<file path="config.mk">
export PLATFORM = sky130hd
export DESIGN_NAME = keypad_scanner_flat
export DESIGN_NICKNAME = d
export VERILOG_FILES = /design/src/rtl/keypad_scanner_if.sv /design/src/rtl/keypad_scanner.sv /design/src/flat_wrapper.sv
export SDC_FILE = /design/constraint.sdc
export NUM_CORES = 1
export LEC_CHECK = 0
export ABC_AREA = 1
export BUFFER_PORTS_ARGS = -buffer_cell sky130_fd_sc_hd__clkbuf_2
export CAP_MARGIN = 10
export CORE_MARGIN = 2
export CORE_UTILIZATION = 60
export DETAILED_ROUTE_END_ITERATION = 7
export GPL_TIMING_DRIVEN = 0
export PLACE_DENSITY = 0.77
export SETUP_SLACK_MARGIN = 0.05
export SYNTH_ARGS = -nofsm -noshare
export SYNTH_HDL_FRONTEND = slang
export SYNTH_SLANG_ARGS = --single-unit
</file>
<file path="constraint.sdc">
create_clock -name clk -period 16.93 [get_ports clk]
set_input_delay 4.2325 -clock clk [delete_from_list [all_inputs] [get_ports clk]]
set_output_delay 4.2325 -clock clk [all_outputs]
set_load 0.01 [all_outputs]
</file>
<file path="src/rtl/keypad_scanner_if.sv">
// Keypad matrix pins plus the decoded key stream handed to the character controller.
interface keypad_scanner_if;
    logic [3:0] row;
    logic [3:0] col;
    logic [3:0] key_code;
    logic       key_valid;
    logic       key_press;
    logic       key_release;

    // Scanner side: samples rows, drives columns and the key stream.
    modport master (
        input  row,
        output col,
        output key_code,
        output key_valid,
        output key_press,
        output key_release
    );

    // Keypad / consumer side.
    modport slave (
        output row,
        input  col,
        input  key_code,
        input  key_valid,
        input  key_press,
        input  key_release
    );
endinterface

</file>
<file path="src/rtl/keypad_scanner.sv">
// Column-scanned 4x4 keypad decoder: row synchroniser, per-scan single-key
// (ghost-rejecting) candidate, scan-count debounce and press/release pulses.
module keypad_scanner #(
    parameter int unsigned SCAN_DIV       = 100000,
    parameter int unsigned DEBOUNCE_SCANS = 4
) (
    input  logic             clk,
    input  logic             rst,
    keypad_scanner_if.master kp
);

    localparam int unsigned DW        = (SCAN_DIV > 1) ? $clog2(SCAN_DIV) : 1;
    localparam logic [DW-1:0] DWELL_MAX = DW'(SCAN_DIV - 1);
    localparam logic [3:0]  DEB_TH    = 4'(DEBOUNCE_SCANS);

    typedef enum logic [1:0] {COL0, COL1, COL2, COL3} scan_state_e;

    scan_state_e   state_q;
    logic [DW-1:0] dwell_q;
    logic [3:0]    col_q;
    logic [3:0]    row_meta_q, row_sync_q;
    logic [15:0]   acc_q, acc_d;
    logic          eval_q, eval_d;
    logic          prev_v_q, prev_v_d;
    logic [3:0]    prev_code_q, prev_code_d;
    logic [3:0]    stable_q, stable_d;
    logic [3:0]    key_code_q, key_code_d;
    logic          key_valid_q, key_valid_d;
    logic          key_press_q, key_press_d;
    logic          key_release_q, key_release_d;

    logic          sample_c;
    logic [4:0]    hits_c;
    logic [3:0]    pos_c;
    logic          cand_v_c;
    logic [3:0]    cand_code_c;

    // Matrix position {row, col} to printed key legend.
    function automatic logic [3:0] key_map(input logic [3:0] pos);
        case (pos)
            4'd0:    key_map = 4'h1;
            4'd1:    key_map = 4'h2;
            4'd2:    key_map = 4'h3;
            4'd3:    key_map = 4'hA;
            4'd4:    key_map = 4'h4;
            4'd5:    key_map = 4'h5;
            4'd6:    key_map = 4'h6;
            4'd7:    key_map = 4'hB;
            4'd8:    key_map = 4'h7;
            4'd9:    key_map = 4'h8;
            4'd10:   key_map = 4'h9;
            4'd11:   key_map = 4'hC;
            4'd12:   key_map = 4'h0;
            4'd13:   key_map = 4'hF;
            4'd14:   key_map = 4'hE;
            default: key_map = 4'hD;
        endcase
    endfunction

    assign sample_c = (dwell_q == DWELL_MAX);

    // Two-flop synchroniser; idle rows are pulled high.
    always_ff @(posedge clk or negedge rst) begin
        if (!rst) begin
            row_meta_q <= 4'hF;
            row_sync_q <= 4'hF;
        end else begin
            row_meta_q <= kp.row;
            row_sync_q <= row_meta_q;
        end
    end

    // Scan FSM: dwell on each column, then step to the next, driving col.
    always_ff @(posedge clk or negedge rst) begin
        if (!rst) begin
            state_q <= COL0;
            dwell_q <= '0;
            col_q   <= 4'b1110;
        end else if (sample_c) begin
            dwell_q <= '0;
            case (state_q)
                COL0:    begin state_q <= COL1; col_q <= 4'b1101; end
                COL1:    begin state_q <= COL2; col_q <= 4'b1011; end
                COL2:    begin state_q <= COL3; col_q <= 4'b0111; end
                default: begin state_q <= COL0; col_q <= 4'b1110; end
            endcase
        end else begin
            dwell_q <= dwell_q + DW'(1);
        end
    end

    // Accumulate pressed positions over one scan; cleared once evaluated.
    always_comb begin
        acc_d  = acc_q;
        eval_d = sample_c && (state_q == COL3);
        if (eval_q) begin
            acc_d = '0;
        end
        if (sample_c) begin
            for (int r = 0; r < 4; r++) begin
                acc_d[{2'(r), 2'(state_q)}] = ~row_sync_q[r];
            end
        end
    end

    // Candidate is valid only when exactly one position was seen pressed.
    always_comb begin
        hits_c = '0;
        pos_c  = '0;
        for (int i = 0; i < 16; i++) begin
            if (acc_q[i]) begin
                hits_c = hits_c + 5'd1;
                pos_c  = 4'(i);
            end
        end
        cand_v_c    = (hits_c == 5'd1);
        cand_code_c = key_map(pos_c);
    end

    // Debounce and event generation, applied once per completed scan.
    always_comb begin
        prev_v_d      = prev_v_q;
        prev_code_d   = prev_code_q;
        stable_d      = stable_q;
        key_code_d    = key_code_q;
        key_valid_d   = key_valid_q;
        key_press_d   = 1'b0;
        key_release_d = 1'b0;
        if (eval_q) begin
            if ((cand_v_c == prev_v_q) && (!cand_v_c || (cand_code_c == prev_code_q))) begin
                stable_d = (stable_q == 4'hF) ? stable_q : stable_q + 4'd1;
            end else begin
                prev_v_d    = cand_v_c;
                prev_code_d = cand_code_c;
                stable_d    = 4'd1;
            end
            if ((stable_d >= DEB_TH) &&
                ((cand_v_c != key_valid_q) || (cand_v_c && (cand_code_c != key_code_q)))) begin
                key_valid_d   = cand_v_c;
                key_release_d = key_valid_q;
                if (cand_v_c) begin
                    key_code_d  = cand_code_c;
                    key_press_d = 1'b1;
                end
            end
        end
    end

    // Scan accumulator, debounce state and registered outputs.
    always_ff @(posedge clk or negedge rst) begin
        if (!rst) begin
            acc_q         <= '0;
            eval_q        <= 1'b0;
            prev_v_q      <= 1'b0;
            prev_code_q   <= '0;
            stable_q      <= '0;
            key_code_q    <= '0;
            key_valid_q   <= 1'b0;
            key_press_q   <= 1'b0;
            key_release_q <= 1'b0;
        end else begin
            acc_q         <= acc_d;
            eval_q        <= eval_d;
            prev_v_q      <= prev_v_d;
            prev_code_q   <= prev_code_d;
            stable_q      <= stable_d;
            key_code_q    <= key_code_d;
            key_valid_q   <= key_valid_d;
            key_press_q   <= key_press_d;
            key_release_q <= key_release_d;
        end
    end

    assign kp.col         = col_q;
    assign kp.key_code    = key_code_q;
    assign kp.key_valid   = key_valid_q;
    assign kp.key_press   = key_press_q;
    assign kp.key_release = key_release_q;

endmodule

</file>
<file path="src/flat_wrapper.sv">
// flat-port wrapper written by rule: the top's interface ports become plain ports
module keypad_scanner_flat 
#(
    parameter int unsigned SCAN_DIV       = 100000,
    parameter int unsigned DEBOUNCE_SCANS = 4
)
  (clk, rst, kp_row, kp_col, kp_key_code, kp_key_valid, kp_key_press, kp_key_release);
  keypad_scanner_if kp_i ();
  input  logic clk;
  input  logic rst;
  input wire logic [$bits(kp_i.row)-1:0] kp_row;
  output wire logic [$bits(kp_i.col)-1:0] kp_col;
  output wire logic [$bits(kp_i.key_code)-1:0] kp_key_code;
  output wire logic [$bits(kp_i.key_valid)-1:0] kp_key_valid;
  output wire logic [$bits(kp_i.key_press)-1:0] kp_key_press;
  output wire logic [$bits(kp_i.key_release)-1:0] kp_key_release;
  assign kp_i.row = kp_row;
  assign kp_col = kp_i.col;
  assign kp_key_code = kp_i.key_code;
  assign kp_key_valid = kp_i.key_valid;
  assign kp_key_press = kp_i.key_press;
  assign kp_key_release = kp_i.key_release;
  keypad_scanner #(.SCAN_DIV(SCAN_DIV), .DEBOUNCE_SCANS(DEBOUNCE_SCANS)) u_core (.clk(clk), .rst(rst), .kp(kp_i));
endmodule
</file>
# Word level (Yosys, flattened, before mapping)
# Memory sizes are Yosys's and may differ from the RTL's.
# Index checks and enable logic that the tools add are counted.
[word_totals]
romBits = 64
reg_bits = 64
in_bits = 6
n_memories = 1
wordCells = 127
[mem_list]
columns = ["name", "depth", "word_bits", "read_ports", "rd_clocked_by_memory_dff", "wr", "line", "rtl"]
rows = [
  ["(name not given)", 16, 4, 1, 0, 0, "keypad_scanner.sv:40", "case (pos)"],
]
[classes]
reduce_logical = 15
add_sub_neg = 17
mux = 56
n_eq_ne = 10
bitwise = 5
order_cmp = 9
[op_table]
columns = ["op", "n"]
rows = [
  ["$mux 5", 15],
  ["$add 5x1->5 const B", 14],
  ["$bwmux 16", 4],
  ["$mux 4", 11],
  ["$mux 16", 2],
  ["$add 17x1->17 const B", 1],
  ["$eq 17x17->1 const B", 1],
  ["$mux 17", 1],
  ["$mux 3", 4],
  ["$pmux 4 s3", 1],
  ["$mux 1", 11],
  ["$lt 4x5->1 const B", 2],
  ["$demux 1 s2", 4],
  ["$ge 4x1->1 const B", 2],
  ["$logic_and 1x1->1", 8],
  ["$pmux 2 s3", 1],
  ["$eq 5x1->1 const B", 1],
  ["$lt 2x5->1 const B", 1],
  ["$lt 3x5->1 const B", 1],
  ["$not 1->1", 5],
  ["$add 4x1->4 const B", 1],
  ["$eq 2x2->1 const B", 2],
  ["$eq 4x4->1", 1],
  ["$eq 4x4->1 const B", 1],
  ["14 further kinds", 17],
]

# Depth between registers and ports, before layout
[depth]
depth_word = 41
ltp_mapped = 56

# Worst setup path after synthesis
# Ideal clock, no wire load.
[synth_path]
path_type = "register to register"
startpoint = "reg u_core.acc_q[0]"
endpoint = "reg u_core.key_code_q[3], in the netlist u_core.kp.key_code[3]"
setup_ps = 118
path_buffers = 0
period_less_slack_ps = 7763
setup_slack_ps = 9167
arrival_time_ps = 7646
stages_incl_launch_ff = 57
path_cell_list = "dfrtp_1 > inv_1 > ha_1 > inv_1 > nand2_2 > nand2_1 > inv_1 > ha_1 > nand2_1 > nand2_1 > ha_1 > or2_2 > nand2_1 > inv_1 > ha_1 > nand2_1 > nand2_2 > ha_1 > [... 21 more ...] > or2_2 > o21a_1 > ha_1 > nand2_1 > nand2_1 > ha_1 > nor2_1 > nand2_1 > o21ai_1 > inv_1 > nor2_4 > nand2_2 > nand2_2 > nand3_1 > nand2_2 > nand3_4 > nand2_1 > nand2_1"
[synth_via]
elab_chain_cells = 40
[synth_lines]
columns = ["element", "line", "rtl"]
rows = [
  ["from (decl)", "keypad_scanner.sv:22", "logic [15:0] acc_q, acc_d;"],
  ["from (signal assigned)", "keypad_scanner.sv:152", "acc_q <= '0;"],
  ["from (signal assigned)", "keypad_scanner.sv:162", "acc_q <= acc_d;"],
  ["$mux 1 (*)", "keypad_scanner.sv:111", "if (acc_q[i]) begin"],
  ["$add 1x1->2", "keypad_scanner.sv:112", "hits_c = hits_c + 5'd1;"],
  ["$mux 5 (*)", "keypad_scanner.sv:111", ""],
  ["$add 5x1->5", "keypad_scanner.sv:112", ""],
  ["$mux 5 (*)", "keypad_scanner.sv:111", ""],
  ["$add 5x1->5", "keypad_scanner.sv:112", ""],
  ["$mux 5 (*)", "keypad_scanner.sv:111", ""],
  ["$add 5x1->5", "keypad_scanner.sv:112", ""],
  ["[... 24 more ...]", "--", ""],
  ["$logic_not 1->1", "keypad_scanner.sv:130", "if ((cand_v_c == prev_v_q) && (!cand_v_c || (cand_code_c == prev_code_q))) begin"],
  ["$logic_or 1x1->1", "keypad_scanner.sv:130", ""],
  ["$logic_and 1x1->1", "keypad_scanner.sv:130", ""],
  ["$mux 4", "keypad_scanner.sv:130", ""],
  ["$mux 4", "keypad_scanner.sv:129", "if (eval_q) begin"],
  ["$ge 4x3->1", "keypad_scanner.sv:137", "if ((stable_d >= DEB_TH) &&"],
  ["$logic_and 1x1->1", "keypad_scanner.sv:137", ""],
  ["$reduce_and 3->1 (no line) (*)", "--", ""],
  ["to (signal assigned)", "keypad_scanner.sv:167", "key_code_q <= key_code_d;"],
  ["to (decl)", "keypad_scanner.sv:27", "logic [3:0] key_code_q, key_code_d;"],
]
# Every way passes the cells marked *; elsewhere a longest branch is shown, timed or not. The select of a mux whose other input is x is not followed.
# A chain may end at the register's enable or synchronous reset.

# Final worst setup path
[layout_path]
startpoint = "reg u_core.acc_q[0]"
endpoint = "reg u_core.key_code_q[2], in the netlist u_core.kp.key_code[2]"
# Same word-level chain as after synthesis.

==> metrics.md <==
| Metric | Value |
|---|---|
| Clock sink total | 64 |
| Final setup violation count | 0 |
| DP HPWL | approximately 7000 um |
| Crit path kind | reg -> reg |
| GRT Util Overall | between 20% and 30% |
| Initial Util | between 60 and 70% |
| Gpl congestion | roughly 0.8 |
| Core footprint | 7770 sq um |
| Total grt overflow | 0 |
| Top FF cell, synth | dfrtp_1 |
| Dpl ws | approximately 8.6 ns |
| Synth unique cells | 39 |
| Crit path arrival time | 8.62 ns |
| CTS tree | yes |
| Seq. cell area | around 1600 sq um |
| Headroom to the max-slew limit | approximately 44% |
| CP peak stage delay | 0.38 ns |
| DR iter-0 viols | about 200 |
| Setup Skew | ~0.0072 ns |
| CTS buffer count | 9 |
| Area growth syn-to-layout | 8.47% |
| Routed WL | roughly 9200 um |
| Initial antenna violation count | 0 |
| Maxcap violations | 0 |
| PD cells | around 55 nW/um^2 |
| Mapped cell area | 4810 sq um |
| Worst Setup SP | u_core.acc_q[0] |
| Vias in the first global route | between 4000 and 5000 |
| Later-pin clock latency in the skew report | approximately 0.34 ns |
| Pleak | just over 3 nW |
| Clk root buf | clkbuf_8 |
| Sequential fraction of the synthesis area | about a third |
| Required time worst endpoint | ~17 ns |
| IO buf count | 16 |
| Synth Warn # | 0 |
| Syn_nets | approximately 730 |
| Sum Neg Setup Slack | 0 ns |
| Post-placement cell area | 5020 sq um |
| Final nets | roughly 760 |
| Final Cell Area | 5220 sq um |
| Status | finished, final reports clean |
| Via total after detailed routing | 4219 |
| DR DRC count | 0 |
| Clock tree buffer depth | 2 |
| Die area | 8760 sq um |
| Syn avg cell area | a little under 7 sq um |
| Placed Instances | roughly 800 |
| RSZ-0062 raised after global routing | false |
| H-tree depth | 3 |
| Post-synth EDFFs | 0 |
| Final ANT Viol Nets | 0 |
| Layout Cells excl Fill | 829 |
| Slowest-stage cell, CP | dfrtp_1 |
| Total Power Consumption | 290 uW |
| Critical R2R Launch | u_core.acc_q[0] |
| Worst slew pin tran | approximately 0.84 ns |
| VDD IR-drop max | 0.106 mV |
| First-pass GRT wire length | 17200 um |
| Crit-path max FO | 6 |
| Footprint of the multi-input gates | 2730 sq um |
| Synth Register Bits | 64 |
| Fmax | between 0.1 and 0.15 GHz |
| CTS Hold Bufs | 0 |
| Worst setup margin | ~8.5 ns |
| Width of the die | approximately 94 um |
| Via/cell ratio | 5.09 |
| CP endpoint | u_core.kp.key_code[2] |
| Worst R2R End | u_core.kp.key_code[2] |
| Wire per inst | roughly 11 um |
| Most used cell, CP | nand2_1 |
| Fillers | 698 |
| Num rows | 32 |
| Worst setup SP type | flop |
| R2r setup slk | 8.54 ns |
| Tightest Hold Check Type | reg -> reg |
| Fin. max-slew vios | 0 |
| Final Hold Fails | 0 |
| Core Util, Final | about two thirds |
| Fin crit share | between 40% and 50% |
| Worst hold slack | approximately 0.36 ns |
| Clock-pin transition on the worst setup and hold timing paths | approximately 0.070 ns |
| Mapped Cells | 695 |
| Number of setup buffers added after CTS | 0 |
| Asr flop ratio synth | 100% |
| Largest net degree at the start of global routing | between 60 and 70 |
| Worst R2R Path Depth | 56 |
| Ratio of cells with drive above 1 in the final layout | 14.7% |
| DR pass1 iterations | 5 |
| Ant diodes | 0 |
| Post_cts resized | 0 |
| CP Capture Type | flop |
| I/O Pins | 17 |
| Die height | between 90 and 100 um |
| Final worst path period need | between 8 and 9 ns |
==> synth_stat cells, types with 3 or more instances <==
cell,instances,area [sq um]
inv_1,117,439
a21oi_1,13,65.1
or2_2,5,31.3
inv_2,6,22.5
nand4_1,8,50.1
dfstp_2,11,289
nand3b_1,9,67.6
xor2_1,7,61.3
nor3_1,3,15.0
xnor2_1,4,35.0
nand2_2,29,181
ha_1,28,350
nor2_1,49,184
o211ai_1,3,22.5
nor2_2,4,25.0
o21ai_0,36,180
o21ai_1,3,15.0
nand3_1,70,350
nor4_1,6,37.5
a21boi_0,3,22.5
dfrtp_1,53,1330
nand2_4,3,33.8
nand3_2,12,120
nand2_1,195,732
==> layout make-up <==
class	instances	area share (%)
Buffer	2	0.144
Clock buffer	11	2.71
Clock inverter	5	1.08
Inverter	124	8.91
Multi-Input combinational cell	505	52.2
Sequential cell	64	30.9
Tap cell	102	2.44
Timing Repair Buffer	16	1.58
==> placed cells by master, fill, tap and decap left out, types with 2 or more instances in the layout <==
cell type	Yosys	final
nand3_2	12	12
nand2_1	195	195
clkbuf_8	0	10
or2_2	5	5
nor2_2	4	4
nand3b_1	9	9
nor3_1	3	3
clkbuf_1	1	2
nand2_4	3	3
dfstp_2	11	11
nand3_1	70	70
inv_1	117	117
nor2_1	49	49
o21ai_0	36	36
a21oi_1	13	13
xnor2_1	4	4
o21ai_1	3	3
dfrtp_1	53	53
o21a_1	2	2
xor2_1	7	7
inv_2	6	6
o211ai_1	3	3
clkinv_2	0	2
nor2_4	2	2
nand4_1	8	8
o22ai_1	2	2
nand2_2	29	29
nor4_1	6	6
ha_1	28	28
clkbuf_2	0	15
a21boi_0	3	3
==> metal layers <==
| metal | track usage [%] | part of all wire, % | vias up |
|---|---|---|---|
| li1 | - | - | 2253 |
| met2 | 43.2 | 48 | 37 |
| met5 | 0 | 0 | - |
| met1 | 29.9 | 48 | 1912 |
| met3 | 2.42 | 1.8 | 17 |
| met4 | 7.85 | 1.5 | 0 |
==> power breakdown <==
part / internal, mW / total (mW) / switching (mW)
clock: 0.0717 / 0.131 / 0.0591
sequential: 0.155 / 0.155 / 0.000694
combinational: 0.000457 / 0.00332 / 0.00286
==> kinds of logic after synthesis <==
family / after synthesis / synth area share, %
AOI/OAI and AO/OA: 66 / 7.69
xor gates and xnor gates: 11 / 2.00
adders and majority gates: 28 / 7.28
buffers and inverters: 126 / 9.82
DFF: 64 / 33.5
and+or+nand+nor: 400 / 39.7
==> flip-flops by register name (all words and copies together), names as in the netlist <==
name and flops:
u_core.dwell_q 17, u_core.acc_q 16, u_core.kp.col 4, u_core.kp.key_code 4
u_core.prev_code_q 4, u_core.row_meta_q 4, u_core.row_sync_q 4, u_core.stable_q 4
u_core.state_q 2, u_core.eval_q 1, u_core.kp.key_press 1, u_core.kp.key_release 1
u_core.kp.key_valid 1, u_core.prev_v_q 1
==> worst min path at each step <==
stage                               startpoint  slack (ns)  depth (start not counted)                    to
after global placement    u_core.row_meta_q[0]        0.35                          0  u_core.row_sync_q[0]
final                     u_core.row_meta_q[0]        0.36                          0  u_core.row_sync_q[0]
after detailed placement  u_core.row_meta_q[0]        0.35                          0  u_core.row_sync_q[0]
after CTS                 u_core.row_meta_q[2]        0.36                          0  u_core.row_sync_q[2]
after global routing      u_core.row_meta_q[0]        0.37                          0  u_core.row_sync_q[0]
after floorplan           u_core.row_meta_q[0]        0.35                          0  u_core.row_sync_q[0]
==> worst max-delay path, delay by kind of cell, from the launching register on <==
| kind | cells | cell delay, ns |
|---|---|---|
| compound gates | 2 | 0.21 |
| fa+ha+maj | 14 | 3.84 |
| simple gates | 35 | 3.49 |
| flops | 1 | 0.38 |
| buf+inv | 5 | 0.35 |
(Power assumes the default switching activity.)
